===== config.mk =====
export PLATFORM = sky130hd
export DESIGN_NAME = bus_grant_arbiter
export DESIGN_NICKNAME = d
export VERILOG_FILES = /design/src/rtl/bus_grant_arbiter.sv
export SDC_FILE = /design/constraint.sdc
export NUM_CORES = 1
export LEC_CHECK = 0
export BUFFER_PORTS_ARGS = -buffer_cell sky130_fd_sc_hd__buf_2
export CORE_AREA = 5 5 96 188
export DETAILED_ROUTE_END_ITERATION = 10
export DIE_AREA = 0 0 101 193
export PLACE_DENSITY = 0.78
export SLEW_MARGIN = 10
export SYNTH_ARGS = -nofsm -noshare
export SYNTH_HDL_FRONTEND = slang
export SYNTH_SLANG_ARGS = --single-unit
export TNS_END_PERCENT = 100

===== constraint.sdc =====
create_clock -name clk -period 16.6 [get_ports clk]
set_clock_uncertainty 0.2 [all_clocks]
set_input_delay 3.32 -clock clk [delete_from_list [all_inputs] [get_ports clk]]
set_output_delay 3.32 -clock clk [all_outputs]
set_load 0.03 [all_outputs]

===== src/rtl/bus_grant_arbiter.sv =====
// Round-robin bus arbiter: registered one-hot grant plus encoded select, with a one-cycle
// dead gap between owners and an optional hold timeout that forces a preempt.
module bus_grant_arbiter #(
  parameter int unsigned N_REQ    = 24,
  parameter int unsigned MAX_HOLD = 8,
  parameter logic [4:0]  IDLE_SEL = 5'd31
) (
  input  logic        clk,
  input  logic        clr,
  input  logic [31:0] req,
  input  logic        release_bus,
  output logic [31:0] grant,
  output logic [4:0]  sel,
  output logic        busy,
  output logic        preempt
);

  typedef enum logic [1:0] {StIdle, StOwn, StGap} state_e;

  localparam logic [31:0] ReqMask  = (32'h1 << N_REQ) - 32'h1;
  localparam logic [4:0]  LastIdx  = 5'(N_REQ - 1);
  localparam logic [15:0] HoldLast = 16'(MAX_HOLD - 1);

  state_e      state_q, state_d;
  logic [31:0] grant_q, grant_d;
  logic [4:0]  sel_q, sel_d;
  logic        preempt_q, preempt_d;
  logic [4:0]  ptr_q, ptr_d;
  logic [15:0] hold_q, hold_d;

  // Rotating priority search starting at ptr_q
  logic [31:0] req_m;
  logic        win_found;
  logic [4:0]  win_idx;
  logic [5:0]  idx;

  always_comb begin
    req_m     = req & ReqMask;
    win_found = 1'b0;
    win_idx   = '0;
    idx       = '0;
    for (int unsigned i = 0; i < N_REQ; i++) begin
      idx = {1'b0, ptr_q} + 6'(i);
      if (idx >= 6'(N_REQ)) begin
        idx = idx - 6'(N_REQ);
      end
      if (!win_found && req_m[idx[4:0]]) begin
        win_found = 1'b1;
        win_idx   = idx[4:0];
      end
    end
  end

  logic withdraw, timeout, own_exit;
  logic [4:0] ptr_next;

  always_comb begin
    withdraw = ~req[sel_q];
    timeout  = (MAX_HOLD != 0) && (hold_q == HoldLast);
    own_exit = release_bus || withdraw || timeout;
    ptr_next = (sel_q == LastIdx) ? 5'd0 : sel_q + 5'd1;
  end

  always_ff @(posedge clk) begin
    if (clr) begin
      state_q   <= StIdle;
      grant_q   <= '0;
      sel_q     <= IDLE_SEL;
      preempt_q <= 1'b0;
      ptr_q     <= '0;
      hold_q    <= '0;
    end else begin
      state_q   <= state_d;
      grant_q   <= grant_d;
      sel_q     <= sel_d;
      preempt_q <= preempt_d;
      ptr_q     <= ptr_d;
      hold_q    <= hold_d;
    end
  end

  always_comb begin
    state_d   = state_q;
    grant_d   = grant_q;
    sel_d     = sel_q;
    preempt_d = 1'b0;
    ptr_d     = ptr_q;
    hold_d    = hold_q;
    case (state_q)
      StIdle, StGap: begin
        if (win_found) begin
          state_d = StOwn;
          grant_d = 32'h1 << win_idx;
          sel_d   = win_idx;
          hold_d  = '0;
        end else begin
          state_d = StIdle;
          grant_d = '0;
          sel_d   = IDLE_SEL;
        end
      end
      StOwn: begin
        if (own_exit) begin
          state_d   = StGap;
          grant_d   = '0;
          sel_d     = IDLE_SEL;
          ptr_d     = ptr_next;
          hold_d    = '0;
          // Preempt flags only a pure timeout; a voluntary exit on the same edge wins
          preempt_d = timeout && !release_bus && !withdraw;
        end else if (hold_q != 16'hFFFF) begin
          hold_d = hold_q + 16'd1;
        end
      end
      default: begin
        state_d = StIdle;
        grant_d = '0;
        sel_d   = IDLE_SEL;
      end
    endcase
  end

  always_comb begin
    grant   = grant_q;
    sel     = sel_q;
    busy    = (state_q == StOwn);
    preempt = preempt_q;
  end

  a_grant_onehot0: assert property (@(posedge clk) disable iff (clr) $onehot0(grant_q));
  a_sel_idle: assert property (@(posedge clk) disable iff (clr)
      (grant_q == '0) |-> (sel_q == IDLE_SEL));
  a_sel_match: assert property (@(posedge clk) disable iff (clr)
      (grant_q != '0) |-> (grant_q == (32'h1 << sel_q)));

endmodule


==> results of run 1 <==
## state kept, by name, summed over array words and instances, names as in the netlist
name / count
grant: 32
hold_q: 16
ptr_q: 5
sel: 5
state_q: 2
preempt: 1
## worst max-delay path, stage by stage
cell and delay [ps]:
buf_2 130, mux4_2 480, mux2i_1 370, nor3b_1 150
a311oi_1 810, nand3_1 420, nor4_1 770, o311ai_0 290
a22oi_1 200, a21oi_1 170, nor4_1 400, nor4_1 190
nor3_2 350, a32o_1 210
## how the worst min path moves through the flow
| stage | startpoint | slack [ps] | endpoint |
|---|---|---|---|
| detailed placement | grant[24] | 240 | grant[24] |
| global route | grant[24] | 270 | grant[24] |
| CTS | grant[29] | 260 | grant[29] |
| global placement | grant[29] | 240 | grant[29] |
| finish | grant[29] | 250 | grant[29] |
| floorplan | hold_q[0] | 260 | hold_q[0] |
## kinds of logic after synthesis
logic type | Yosys count | synth area share [%]
flip-flops | 61 | 13.8
multiplexers | 111 | 18.5
AND/OR/NAND/NOR | 415 | 25.9
buffers and inverters | 92 | 4.81
AO/OA/AOI/OAI | 344 | 28.3
adder cells (fa/ha/maj) | 25 | 3.55
XOR/XNOR | 48 | 5.06
## through the flow
stage	hold WS [ps]	setup WS (ps)	instance area, µm²	std cells	utilization (%)
final	253	8420	9520	1336	57.6
after global routing	269	8040	9520	1336	57.6
after CTS	256	8560	9520	1336	57.6
after global placement	237	8350	9220	1320	55.8
after detailed placement	239	8260	9220	1320	55.8
after floorplan	262	9410	8820	1096	-
## layout by cell type (no fill, tap or decap), drive strengths merged, types with 25 or more instances in the layout
master	count
nand3	53
ha	25
nor3	43
mux2	26
xnor2	42
o21ai	59
nor2	73
mux2i	46
mux4	39
nand2	83
a21oi	62
buf	87
dfxtp	61
## power by group through the flow
stage / clock network, mW / logic [mW] / registers, mW
2_1_floorplan: 0 / 1.25 / 0.214
3_3_place_gp: 0 / 1.70 / 0.194
3_5_place_dp: 0 / 1.72 / 0.195
4_1_cts: 0.186 / 1.73 / 0.192
5_1_grt: 0.193 / 1.89 / 0.195
6_report: 0.186 / 1.77 / 0.192
## layout make-up
| cell class | instances | area (µm²) |
|---|---|---|
| Clock buffer | 9 | 225 |
| Clock inverter | 7 | 73.8 |
| Fill cell | 1516 | 7000 |
| Inverter | 22 | 82.6 |
| Multi-Input combinational cell | 943 | 7180 |
| Sequential cell | 61 | 1220 |
| Tap cell | 207 | 259 |
| Timing Repair Buffer | 87 | 470 |
## layer usage
layer	routed length [µm]	vias up
li1	-	4357
met1	12700	4669
met5	0	-
met2	16500	516
met3	2700	113
met4	2360	0
## Yosys cell counts (all sizes together), types with 10 or more instances
cell,number
a211oi,16
a21o,15
a21oi,62
a22o,16
a31oi,15
a32o,13
and2,23
and3,16
buf,35
clkbuf,35
dfxtp,61
ha,25
inv,20
mux2,26
mux2i,46
mux4,39
nand2,83
nand2b,13
nand3,53
nand3b,10
nand4,19
nor2,73
nor2b,11
nor3,43
nor3b,11
nor4,18
o211ai,23
o21ai,59
o22ai,15
o31ai,11
or3,12
xnor2,42
==> impl_metrics.env, run 1 <==
export IMPL_grt_max_degree=59
export IMPL_drc_errors=0
export IMPL_start_kind="primary input"
export IMPL_via_count=9655
export IMPL_track_usage_pct=34.6
export IMPL_core_um2=16500
export IMPL_syn_area_um2=8820
export IMPL_clkSlewWorstSetupHoldPaths_ps=60
export IMPL_tightest_slew_ps=1200
export IMPL_ys_seq_area_share_pct=13.8
export IMPL_cts_sinks=61
export IMPL_setup_tns_ps=0
export IMPL_synth_async_sr_flop_share_pct=0
export IMPL_grt_first_pass_wirelength_um=52200
export IMPL_gp_congestion=1.09
export IMPL_synth_area_leaders="dfxtp_1 (14%), mux4_2 (9.7%), mux2i_1 (5.2%), xnor2_1 (4.1%), ha_1 (3.5%)"
export IMPL_hold_viol=0
export IMPL_synthToLayoutAreaGrowth_pct=7.89
export IMPL_arrival_ps=8250
export IMPL_ys_seq_elements=61
export IMPL_dieArea_um2=19500
export IMPL_io_buffers=73
export IMPL_grt_overflow=0
export IMPL_combPwrFrac_pct=82.4
export IMPL_grt_pass1_vias=9036
export IMPL_crit_end="grant[6]"
export IMPL_insertion_delay_ps=330
export IMPL_cp_required_ps=16670
export IMPL_use_met2_pct=56.0
export IMPL_cts_setup_buffers=0
export IMPL_die_y_um=193
export IMPL_slew_violations=0
export IMPL_ioPinCount=74
export IMPL_totalWireLength_um=34300
export IMPL_fin_crit_sh_pct=49.3
export IMPL_timing_reg2reg_setup_slack_ps=9430
export IMPL_gr_usage_met1_pct=43.5
export IMPL_rsz0062_at_grt="false"
export IMPL_vias_per_cell=7.23
export IMPL_critPathLaunch="req[14]"
export IMPL_ant_nets=0
export IMPL_worstSetupEndpointType="flop"
export IMPL_p_per_area_nw_per_um2=226
export IMPL_status="completed"
export IMPL_clkPwrFrac_pct=8.6
export IMPL_yosys_area_top_type="dfxtp_1"
export IMPL_intPower_mw=0.898
export IMPL_r2r_start="ptr_q[1]"
export IMPL_max_freq_ghz=0.122
export IMPL_nets=1184
export IMPL_total_power_mw=2.15
export IMPL_path_max_fanout=7
export IMPL_criticalPathCategory="primary input to flop"
export IMPL_yosysWarnings=0
export IMPL_htreeDepth=3
export IMPL_num_rows=67
export IMPL_initialDrtViolationCount=1007
export IMPL_cap_viol_max_count=0
export IMPL_start_util_pct=53.4
export IMPL_ir_drop_v=0.000145
export IMPL_cts_root_buf="clkbuf_16"
export IMPL_cts_buffers=9
export IMPL_holdPathStages=1
export IMPL_slew_headroom_pct=19.7
export IMPL_hold_buffers=0
export IMPL_sw_frac_of_total_pct=58.2
export IMPL_leakagePower_nw=3.50
export IMPL_grt_antenna_before_repair=0
export IMPL_drtPass1Iterations=5
export IMPL_synth_top_area_share_pct=13.8
export IMPL_r2r_cells=17
export IMPL_synth_cell_types=100
export IMPL_diodes=0
export IMPL_die_x_um=101
export IMPL_ctsResizeCount=0
export IMPL_top_usage_layer="met2"
export IMPL_power_switching_mw=1.25
export IMPL_cts_path_max_buffers=2
export IMPL_wl_per_cell_um=25.6
export IMPL_dp_hpwl_um=25600
export IMPL_grt_use_met3_pct=4.21
export IMPL_setup_viol=0
export IMPL_syn_inst=1096
export IMPL_cts_tree="done"
export IMPL_syn_mean_instance_area_um2=8.05
export IMPL_drive_gt1_share_pct=19.7
export IMPL_r2r_end="grant[6]"
export IMPL_synth_edf_count=0
export IMPL_syn_num_nets=1156
export IMPL_synth_flop_cell="dfxtp_1"
export IMPL_seqPwrFrac_pct=8.9
export IMPL_finalCriticalPeriod_ps=8180
export IMPL_hp_class="flop to flop"
Note: power is estimated with default switching activity, not from simulation.
==> run 2: changes to the inputs <==
Settings changed: ABC_AREA from default to 1, CORE_AREA 5 5 96 188 to 5 5 91 178, DIE_AREA 0 0 101 193 to 0 0 96 183.
Clock period 16.6 ns to 8.01 ns, I/O delays scaled along.
==> impl_metrics.env, run 2 <==
export IMPL_synth_edf_count=0
export IMPL_synth_top_area_share_pct=19.3
export IMPL_ctsResizeCount=0
export IMPL_yosys_top_cells_count="nand2_1 (405), nand3_1 (205), inv_1 (135), nor2_1 (112), o21ai_0 (63)"
export IMPL_syn_area_um2=7880
export IMPL_syn_mean_instance_area_um2=5.77
export IMPL_yosys_area_top_type="nand2_1"
export IMPL_insertion_delay_ps=330
export IMPL_start_util_pct=53.7
export IMPL_dieArea_um2=17600
export IMPL_wl_met1_um=11300
export IMPL_core_um2=14700
export IMPL_total_power_mw=3.90
export IMPL_grt_first_pass_wirelength_um=45100
export IMPL_diodes=0
export IMPL_multi_input_area_um2=5790
export IMPL_ys_seq_elements=61
export IMPL_cts_tree="done"
export IMPL_hold_viol=0
export IMPL_cts_setup_buffers=0
export IMPL_fin_crit_sh_pct=75.2
export IMPL_via_count=9499
export IMPL_max_freq_ghz=0.166
export IMPL_critPathSlowestCell="ha_1"
export IMPL_yosysWarnings=0
export IMPL_drc_errors=0
export IMPL_setup_viol=0
export IMPL_grt_antenna_before_repair=0
export IMPL_slew_violations=0
export IMPL_grt_overflow=0
export IMPL_criticalPathCategory="flop to flop"
export IMPL_start_kind="flop"
export IMPL_status="completed"
export IMPL_drtPass1Iterations=6
export IMPL_die_y_um=183
export IMPL_clkSlewWorstSetupHoldPaths_ps=50
export IMPL_slew_headroom_pct=35.0
export IMPL_gp_congestion=1.03
export IMPL_ir_drop_v=0.000228
export IMPL_timing_reg2reg_setup_slack_ps=1980
export IMPL_die_x_um=96
export IMPL_grt_pass1_vias=8853
export IMPL_syn_inst=1365
export IMPL_leakagePower_nw=4.16
export IMPL_tightest_slew_ps=964
export IMPL_hp_class="flop to flop"
export IMPL_ys_seq_area_share_pct=15.5
export IMPL_cts_root_buf="clkbuf_16"
export IMPL_cp_num_buf_inv=5
export IMPL_p_per_area_nw_per_um2=452
export IMPL_min_from="grant[31]"
export IMPL_nets=1472
export IMPL_largest_register_ffs=32
export IMPL_grt_max_degree=46
export IMPL_critPathLaunch="ptr_q[0]"
export IMPL_cts_path_max_buffers=2
export IMPL_setup_slack_ps=1980
export IMPL_totalWireLength_um=28200
export IMPL_crit_top_cell="nor2_4"
export IMPL_hold_buffers=0
export IMPL_cts_sinks=61
export IMPL_crit_family="simple AND/OR/NAND/NOR gates"
export IMPL_synth_cell_types=57
export IMPL_setup_tns_ps=0
export IMPL_finalCriticalPeriod_ps=6030
export IMPL_htreeDepth=3
export IMPL_initialDrtViolationCount=860
export IMPL_cts_buffers=9
export IMPL_drive_gt1_share_pct=14.3
export IMPL_mostFrequentLayoutCell="nand2_1"
export IMPL_seqCellArea_um2=1220
export IMPL_place_ws_ps=2170
export IMPL_syn_num_nets=1425
export IMPL_r2r_start="ptr_q[0]"
export IMPL_cap_viol_max_count=0
export IMPL_io_buffers=73
export IMPL_dr_max_layer_used="met4"
export IMPL_fillers=1559
export IMPL_synth_flop_cell="dfxtp_1"
export IMPL_cp_required_ps=7990
export IMPL_wl_per_cell_um=17.5
export IMPL_track_usage_pct=32.4
export IMPL_final_util_pct=58.8
export IMPL_met2_length_um=13400
export IMPL_synth_async_sr_flop_share_pct=0
export IMPL_arrival_ps=6010
export IMPL_yosysMostFrequentCell="nand2_1"
export IMPL_rsz0062_at_grt="false"
export IMPL_layout_common_cells="nand2_1 (405), nand3_1 (205), inv_1 (135)"
export IMPL_wl_met3_um=2040
export IMPL_ioPinCount=74
export IMPL_worstSetupEndpointType="flop"
export IMPL_vias_per_cell=5.89
export IMPL_dp_hpwl_um=22300
export IMPL_num_rows=63
export IMPL_path_max_fanout=36
export IMPL_ant_nets=0
export IMPL_synth_area_leaders="nand2_1 (19%), dfxtp_1 (16%), nand3_1 (13%), inv_1 (6.4%), nor2_1 (5.3%)"
export IMPL_max_stage_delay_ps=660
export IMPL_synthToLayoutAreaGrowth_pct=9.42
run 2: cells by family after synthesis:
logic type / count (synthesis) / synth area share [%]
AND/OR/NAND/NOR: 853 / 51.2
flip-flops: 61 / 15.5
AO/OA/AOI/OAI: 193 / 14.6
adder cells (fa/ha/maj): 25 / 3.97
multiplexers: 1 / 0.127
XOR/XNOR: 25 / 3.50
buffers and inverters: 207 / 11.0
run 2: layout make-up:
type	count	share of cell area, %
Clock inverter	7	1.15
Inverter	162	7.13
Multi-Input combinational cell	1097	67.2
Clock buffer	9	2.61
Sequential cell	61	14.2
Tap cell	195	2.83
Timing Repair Buffer	81	4.94
run 2: per-stage QoR:
step | hold WS [ps] | cells | instance area [µm²]
2_1_floorplan | 270 | 1365 | 7880
6_report | 239 | 1612 | 8620
4_1_cts | 241 | 1612 | 8620
3_3_place_gp | 225 | 1596 | 8290
3_5_place_dp | 229 | 1596 | 8290
5_1_grt | 251 | 1612 | 8620
run 2: per-layer routing:
layer / track usage, % / vias up
met5: 0 / -
met4: 13.9 / 0
met3: 3.65 / 82
met2: 53.1 / 440
met1: 42.3 / 4360
li1: - / 4617
run 2: power breakdown:
part	switching (mW)	leakage [nW]	total, mW	internal [mW]
sequential	0.0569	0.494	0.398	0.341
combinational	2.29	3.51	3.09	0.801
clock	0.142	0.156	0.415	0.273
total	2.48	4.16	3.90	1.41
run 2: worst paths after layout:
| check | to | cells past startpoint |
|---|---|---|
| worst min register to register | grant[31] | 2 |
| worst max register to register | hold_q[15] | 27 |
| worst max-delay path | hold_q[15] | 27 |
| worst min-delay path | grant[31] | 2 |
run 2: tightest hold or removal path, cell delays in order (launching register included):
cell and delay, ps:
dfxtp_1 300, nand2_1 60, nor2_1 40
